===== src/rtl/float_div_mul_result_stage.sv =====
// Result stage behind a LAT-cycle multiplier: tracks in-flight tokens, buffers results in a
// DEPTH-entry FIFO and back-pressures the multiplier. Optional class flags: FLOAT_DIV_MUL_RES_FLAGS_EN.
module float_div_mul_result_stage #(
    parameter int LAT   = 2,
    parameter int DEPTH = 4
) (
    input  logic        aclk,
    input  logic        arst_n,
    input  logic        in_valid,
    input  logic [31:0] mul_x,
    input  logic        out_ready,
    output logic        astall,
    output logic        out_valid,
    output logic [31:0] out_data,
    output logic [3:0]  out_flags
);
    localparam int AW = $clog2(DEPTH);
    localparam logic [AW:0] FULL_COUNT = (AW+1)'(DEPTH);

    logic [LAT-1:0] valid_sr;
    logic [LAT-1:0] valid_sr_next;
    logic           last_valid;
    logic           full;
    logic           push;
    logic           pop;
    logic [AW-1:0]  wr_ptr;
    logic [AW-1:0]  rd_ptr;
    logic [AW:0]    count;
    logic [31:0]    data_mem [DEPTH];

    // Handshake: a token issues on in_valid & ~astall; a result leaves on out_valid & out_ready.
    // Neither side may assume its request was taken unless both signals were high together.
    if (LAT == 1) begin : g_sr_single
        assign valid_sr_next = in_valid;
    end else begin : g_sr_multi
        assign valid_sr_next = {valid_sr[LAT-2:0], in_valid};
    end

    assign last_valid = valid_sr[LAT-1];
    assign full       = (count == FULL_COUNT);
    assign out_valid  = (count != '0);
    assign pop        = out_valid & out_ready;
    assign astall     = full & last_valid & ~pop;
    assign push       = last_valid & ~astall;

    // The token pipeline freezes together with the multiplier so latency counts enabled cycles only.
    always_ff @(posedge aclk or negedge arst_n) begin
        if (!arst_n) begin
            valid_sr <= '0;
        end else if (!astall) begin
            valid_sr <= valid_sr_next;
        end
    end

    always_ff @(posedge aclk or negedge arst_n) begin
        if (!arst_n) begin
            wr_ptr <= '0;
            rd_ptr <= '0;
            count  <= '0;
        end else begin
            if (push) begin
                wr_ptr <= wr_ptr + AW'(1);
            end
            if (pop) begin
                rd_ptr <= rd_ptr + AW'(1);
            end
            case ({push, pop})
                2'b10:   count <= count + (AW+1)'(1);
                2'b01:   count <= count - (AW+1)'(1);
                default: count <= count;
            endcase
        end
    end

    // Storage holds no reset; the output mux hides stale entries while empty.
    always_ff @(posedge aclk) begin
        if (push) begin
            data_mem[wr_ptr] <= mul_x;
        end
    end

    assign out_data = out_valid ? data_mem[rd_ptr] : 32'h0000_0000;

`ifdef FLOAT_DIV_MUL_RES_FLAGS_EN
    logic [3:0] flag_mem [DEPTH];
    logic [7:0] x_exp;
    logic       man_zero;
    logic [3:0] push_flags;

    assign x_exp      = mul_x[30:23];
    assign man_zero   = (mul_x[22:0] == 23'd0);
    // Class order {nan, inf, zero, subnormal}; normal numbers carry no flag.
    assign push_flags = {(x_exp == 8'hFF) & ~man_zero,
                         (x_exp == 8'hFF) &  man_zero,
                         (x_exp == 8'h00) &  man_zero,
                         (x_exp == 8'h00) & ~man_zero};

    always_ff @(posedge aclk) begin
        if (push) begin
            flag_mem[wr_ptr] <= push_flags;
        end
    end

    assign out_flags = out_valid ? flag_mem[rd_ptr] : 4'b0000;
`else
    assign out_flags = 4'b0000;
`endif

endmodule


===== config.mk =====
export PLATFORM = sky130hd
export DESIGN_NAME = float_div_mul_result_stage
export DESIGN_NICKNAME = d
export VERILOG_FILES = /design/src/rtl/float_div_mul_result_stage.sv
export SDC_FILE = /design/constraint.sdc
export NUM_CORES = 1
export LEC_CHECK = 0
export ABC_AREA = 1
export CAP_MARGIN = 25
export CORE_ASPECT_RATIO = 1.5
export CORE_MARGIN = 2
export CORE_UTILIZATION = 59
export CTS_CLUSTER_SIZE = 20
export DETAILED_ROUTE_END_ITERATION = 10
export PLACE_DENSITY_LB_ADDON = 0.15
export SYNTH_ARGS = -nofsm -noshare
export SYNTH_HDL_FRONTEND = slang
export SYNTH_SLANG_ARGS = --single-unit

===== constraint.sdc =====
create_clock -name aclk -period 6.32 [get_ports aclk]
set_input_delay 1.264 -clock aclk [delete_from_list [all_inputs] [get_ports aclk]]
set_output_delay 1.264 -clock aclk [all_outputs]
set_load 0.005 [all_outputs]

======== Yosys cells after proc, flatten, opt, wreduce, memory -nomap -nowiden ========
Memory sizes are Yosys's and may differ from the RTL's.
Index checks and enable logic that the tools add are counted.
word-level totals
  register bits after elaboration ......... 9
  RAM bits ................................ 128
  bits of input ports ..................... 36
  output and inout bits ................... 38
  word-level logic and storage cells ...... 24
  memories kept ........................... 1
memories
  name      depth  bits a word  rd ports  clocked after Yosys merged registers in  write ports  RTL line  RTL
  data_mem  4      32           1         0                                        1            29        logic [31:0] data_mem [DEPTH];
cells by class
  add/sub/neg operators ................... 4
  eq/ne operators ......................... 3
  multiplexer cells ....................... 4
  bitwise logic cells ..................... 6
  reduce and logical (&&, ||, !) cells .... 2
operators with widths
  kind                 count
  $mux 32              1
  $pmux 3 s2           1
  $add 2x1->2 const B  2
  $and 1x1->1          4
  $add 3x1->3 const B  1
  $eq 3x3->1 const B   1
  $reduce_bool 3->1    1
  $sub 3x1->3 const B  1
  $eq 2x1->1 const B   1
  $eq 2x2->1 const B   1
  $mux 1               2
  $not 1->1            2
  $reduce_bool 2->1    1

======== Logic depth before layout (Yosys ltp) ========
  depth after elaboration ................. 8
  depth in mapped cells ................... 9

======== Worst setup path after synthesis ========
OpenSTA, ideal clock, no wires.
  kind .................................... input-to-reg
  from .................................... input out_ready
  to ...................................... memory data_mem[0][0] (enable)
  setup time .............................. 421 ps
  arrival ................................. 2,886 ps
  path slack .............................. 3,013 ps
  stages .................................. 4
  path buffers ............................ 0
  path through ............................ inv_1 > nand4_2 > nand2_2 > nor2_1
on the way
  longest elaborated chain between the ends .. 7
ends and longest elaborated chain
  what                          RTL line  RTL
  start, declared               11        input logic out_ready,
  $and 1x1->1                   42        assign pop = out_valid & out_ready;
  $not 1->1                     43        assign astall = full & last_valid & ~pop;
  $and 1x1->1                   43
  $not 1->1                     44        assign push = last_valid & ~astall;
  $and 1x1->1                   44
  $mux 1                        77        if (push) begin
  $mux 1 (not written as such)  78        data_mem[wr_ptr] <= mul_x;
  end, declared                 29
No other way between the ends.

======== Worst setup path after layout ========
  from .................................... register rd_ptr[1]
  to ...................................... output out_data[11]
on the way
  longest elaborated chain between the ends .. 2
ends and longest elaborated chain
  what                    RTL line  RTL
  start, declared         27        logic [AW-1:0] rd_ptr;
  start signal, assigned  65        rd_ptr <= rd_ptr + AW'(1);
  $mem_v2 4x32            n/a
  $mux 32                 82        assign out_data = out_valid ? data_mem[rd_ptr] : 32'h0000_0000;
  end, declared           14        output logic [31:0] out_data,
No other way between the ends.

==> metrics.txt <==
status completed; global-route wire length before repair 16,430 um; Synth Flop Type edfxtp_1; row cnt 43; Setup Skew around 0.0090 ns; RSZ-0062 raised after global routing no; Clock Power Share 26.9%; starting density of the core around three fifths; TritonCTS clock tree built; cells on worst reg2reg path 5; slew at the pin closest to its max-slew limit about 0.69 ns; post-synth cell types 24; Netlist Area Pre-Place around 5500 sq um; # IOs 74; Final ANT Viol Nets 0; Comb power frac 37.6%; fin crit share 65.22%; CP Data Arrival Time about 2.9 ns; Peak VDD IR 0.3741 mV; Int Power 2.497 mW; # diodes 0; DRC Markers 0; critical-path cell list buf_4 > inv_2 > nor2_1 > o21ai_1 > a21oi_1 > clkdlybuf4s50_1; Post-Synth Adder-Cell Area 1.265%; post-synthesis xor/xnor area fraction less than 1%; core area 9200 sq um; Post-synth EDFFs 128; final cell count without fillers between 600 and 700; RR Endpoint data_mem[3][29]$_DFFE_PP_; Core Util, Final 75.71%; Synth area leader edfxtp_1; Syn Area/Cell 12.39 sq um; CTS root buffer clkbuf_16; Final Setup Violations 0; CTS buffer count 17; CP peak stage delay 0.68 ns; Critical R2R Launch count[0]$_DFFE_PN0P_; die height 122.7 um; Routed WL per cell 16.88 um; nature of the critical path startpoint register; Hold Buf Count CTS 0; Crit. End Element output pin; number of global-route vias before repair 3,459; final hold vios 0; PD cells 524.2 nW/um^2; Routed WL 10,850 um; post-DP HPWL about 6000 um; clock slew at reported path FFs around 0.06 ns; R2R setup slack 4.43 ns; slew margin rel. between 50 and 60%; post-cts resize count 0; Crit Path Category reg -> out; commonest non-fill, non-tap cells in the layout 131 x nor2_1, 128 x edfxtp_1, 69 x clkdlybuf4s50_1; average vias per placed instance 5.434; Design Power 3.651 mW; FMAX 242.6 MHz; Die ar. 10,200 sq um; delay-heaviest family, CP buffers and inverters; Synth Instances ~450; largest net degree at the start of global routing 66; Critical path buffers and inverters 3; placed insts 609; CP Max Fanout 32; compound-cell area share of the yosys netlist a little under a tenth; Sw Share 31.61%; WP data required 5.06 ns; Final Instance Area around 7000 sq um; setup bufs post-CTS 0; Vias 3,494; Post-Place Cell Area 6326 sq um; static leakage 2.487 nW; total iterations of the first detailed-routing run 5; Synth top area share a little over two thirds; post-layout min period 4.122 ns; ys async rst share 6.569%; commonest non-fill, non-tap cell in the layout nor2_1; GRT Util Overall 21.65%; initial antenna violation count 0; Clock Tree Buf Depth 2; IO Port Bufs 69; Place WS 2.477 ns; Hold Crit Class reg -> reg; Crit. Startpoint rd_ptr[1]$_DFFE_PN0N_; Yosys reg bits between 100 and 150; sequential share of the synthesized area 73.46%; max-slew violations 0; simple-gate share of the synthesized area 11.09%; yosys warns 0; Worst Setup EP out_data[11]; max_cap viols 0; hold slack between 0.4 and 0.5 ns; DRT iter0 DRCs 268; layout cells sized above 1 8.851%; deepest level of the CTS H-tree 4; P_sw approximately 1.2 mW; TNS Setup 0 ns; Area Growth Syn to Fin 25.75%; Sink Count 137; fin worst setup slack between 2 and 2.5 ns; Die Wd approximately 83 um; Critical-path top delay cell dfrtp_1; post-synthesis mux area share 0%; nets@finish 559; GRT overflow 0; Reg power frac 35.5%; Synth area leaders edfxtp_1 69%, nor2_1 9.1%, o21ai_1 4.6%; GP Congestion 0.7478; main combinational cell family by area after synthesis simple AND/OR/NAND/NOR gates; WP depth 6; Clk Latency, worst-skew pair 0.41 ns
==> area by class of cell <==
class                      count  area (sq um)
fill                         576          2235
timing repair buffer          77         835.8
sequential                   137          4070
clock inverter                12         155.1
multi-input combinational    266          1256
inverter                      19         71.32
clock buffer                  20         436.7
tap                          112         140.1
==> routing by layer <==
layer / track usage [%] / share of wire, % / up-vias
met2: 37.85 / 55 / 113
met3: 6.792 / 5.2 / 12
met1: 23.79 / 39 / 1684
li1: - / - / 1685
met5: 0 / 0 / -
met4: 11.07 / 1.2 / 0
==> cell usage after synthesis (4+ instances only) <==
library cell / instances
edfxtp_1: 128
buf_4: 4
o21ai_0: 15
clkbuf_2: 5
buf_2: 10
dfrtp_1: 9
ha_1: 4
buf_6: 6
nand2_2: 4
nand2_1: 7
nor2_1: 135
inv_1: 17
a21oi_1: 34
o21ai_1: 51
==> sequential cells by signal, summed over array words and instances, names as in the netlist <==
signal,flops
valid_sr,2
count,3
data_mem,128
wr_ptr,2
rd_ptr,2
==> tightest hold or removal path: stages, from the launching register on <==
cell	delay (ns)
dfrtp_1	0.31
inv_1	0.04
nand2_1	0.05
==> worst min-delay path by stage <==
stage | slack, ns | end | from | depth (start not counted)
2_1_floorplan | 0.42 | valid_sr[1]$_DFFE_PN0N_ | valid_sr[0]$_DFFE_PN0N_ | 2
3_3_place_gp | 0.43 | valid_sr[1]$_DFFE_PN0N_ | valid_sr[0]$_DFFE_PN0N_ | 2
3_5_place_dp | 0.43 | valid_sr[1]$_DFFE_PN0N_ | valid_sr[0]$_DFFE_PN0N_ | 2
4_1_cts | 0.44 | valid_sr[1]$_DFFE_PN0N_ | valid_sr[0]$_DFFE_PN0N_ | 2
5_1_grt | 0.50 | valid_sr[1]$_DFFE_PN0N_ | valid_sr[0]$_DFFE_PN0N_ | 2
6_report | 0.44 | valid_sr[1]$_DFFE_PN0N_ | valid_sr[0]$_DFFE_PN0N_ | 2
==> cell families after synthesis <==
family                     count (synthesis)
other                                      1
and+or+nand+nor                          154
adders and majority gates                  5
DFF                                      137
buffers and inverters                     47
AOI/OAI and AO/OA                        100
xor gates and xnor gates                   3
==> power groups by stage <==
stage	Clock (mW)	Combinational, mW	Sequential (mW)
finish	0.984	1.37	1.30
global placement	0	1.27	1.31
global route	1.03	1.51	1.31
CTS	0.990	1.35	1.30
detailed placement	0	1.33	1.31
floorplan	0	0.764	1.29
No activity file was read; power rests on OpenSTA's default activity.
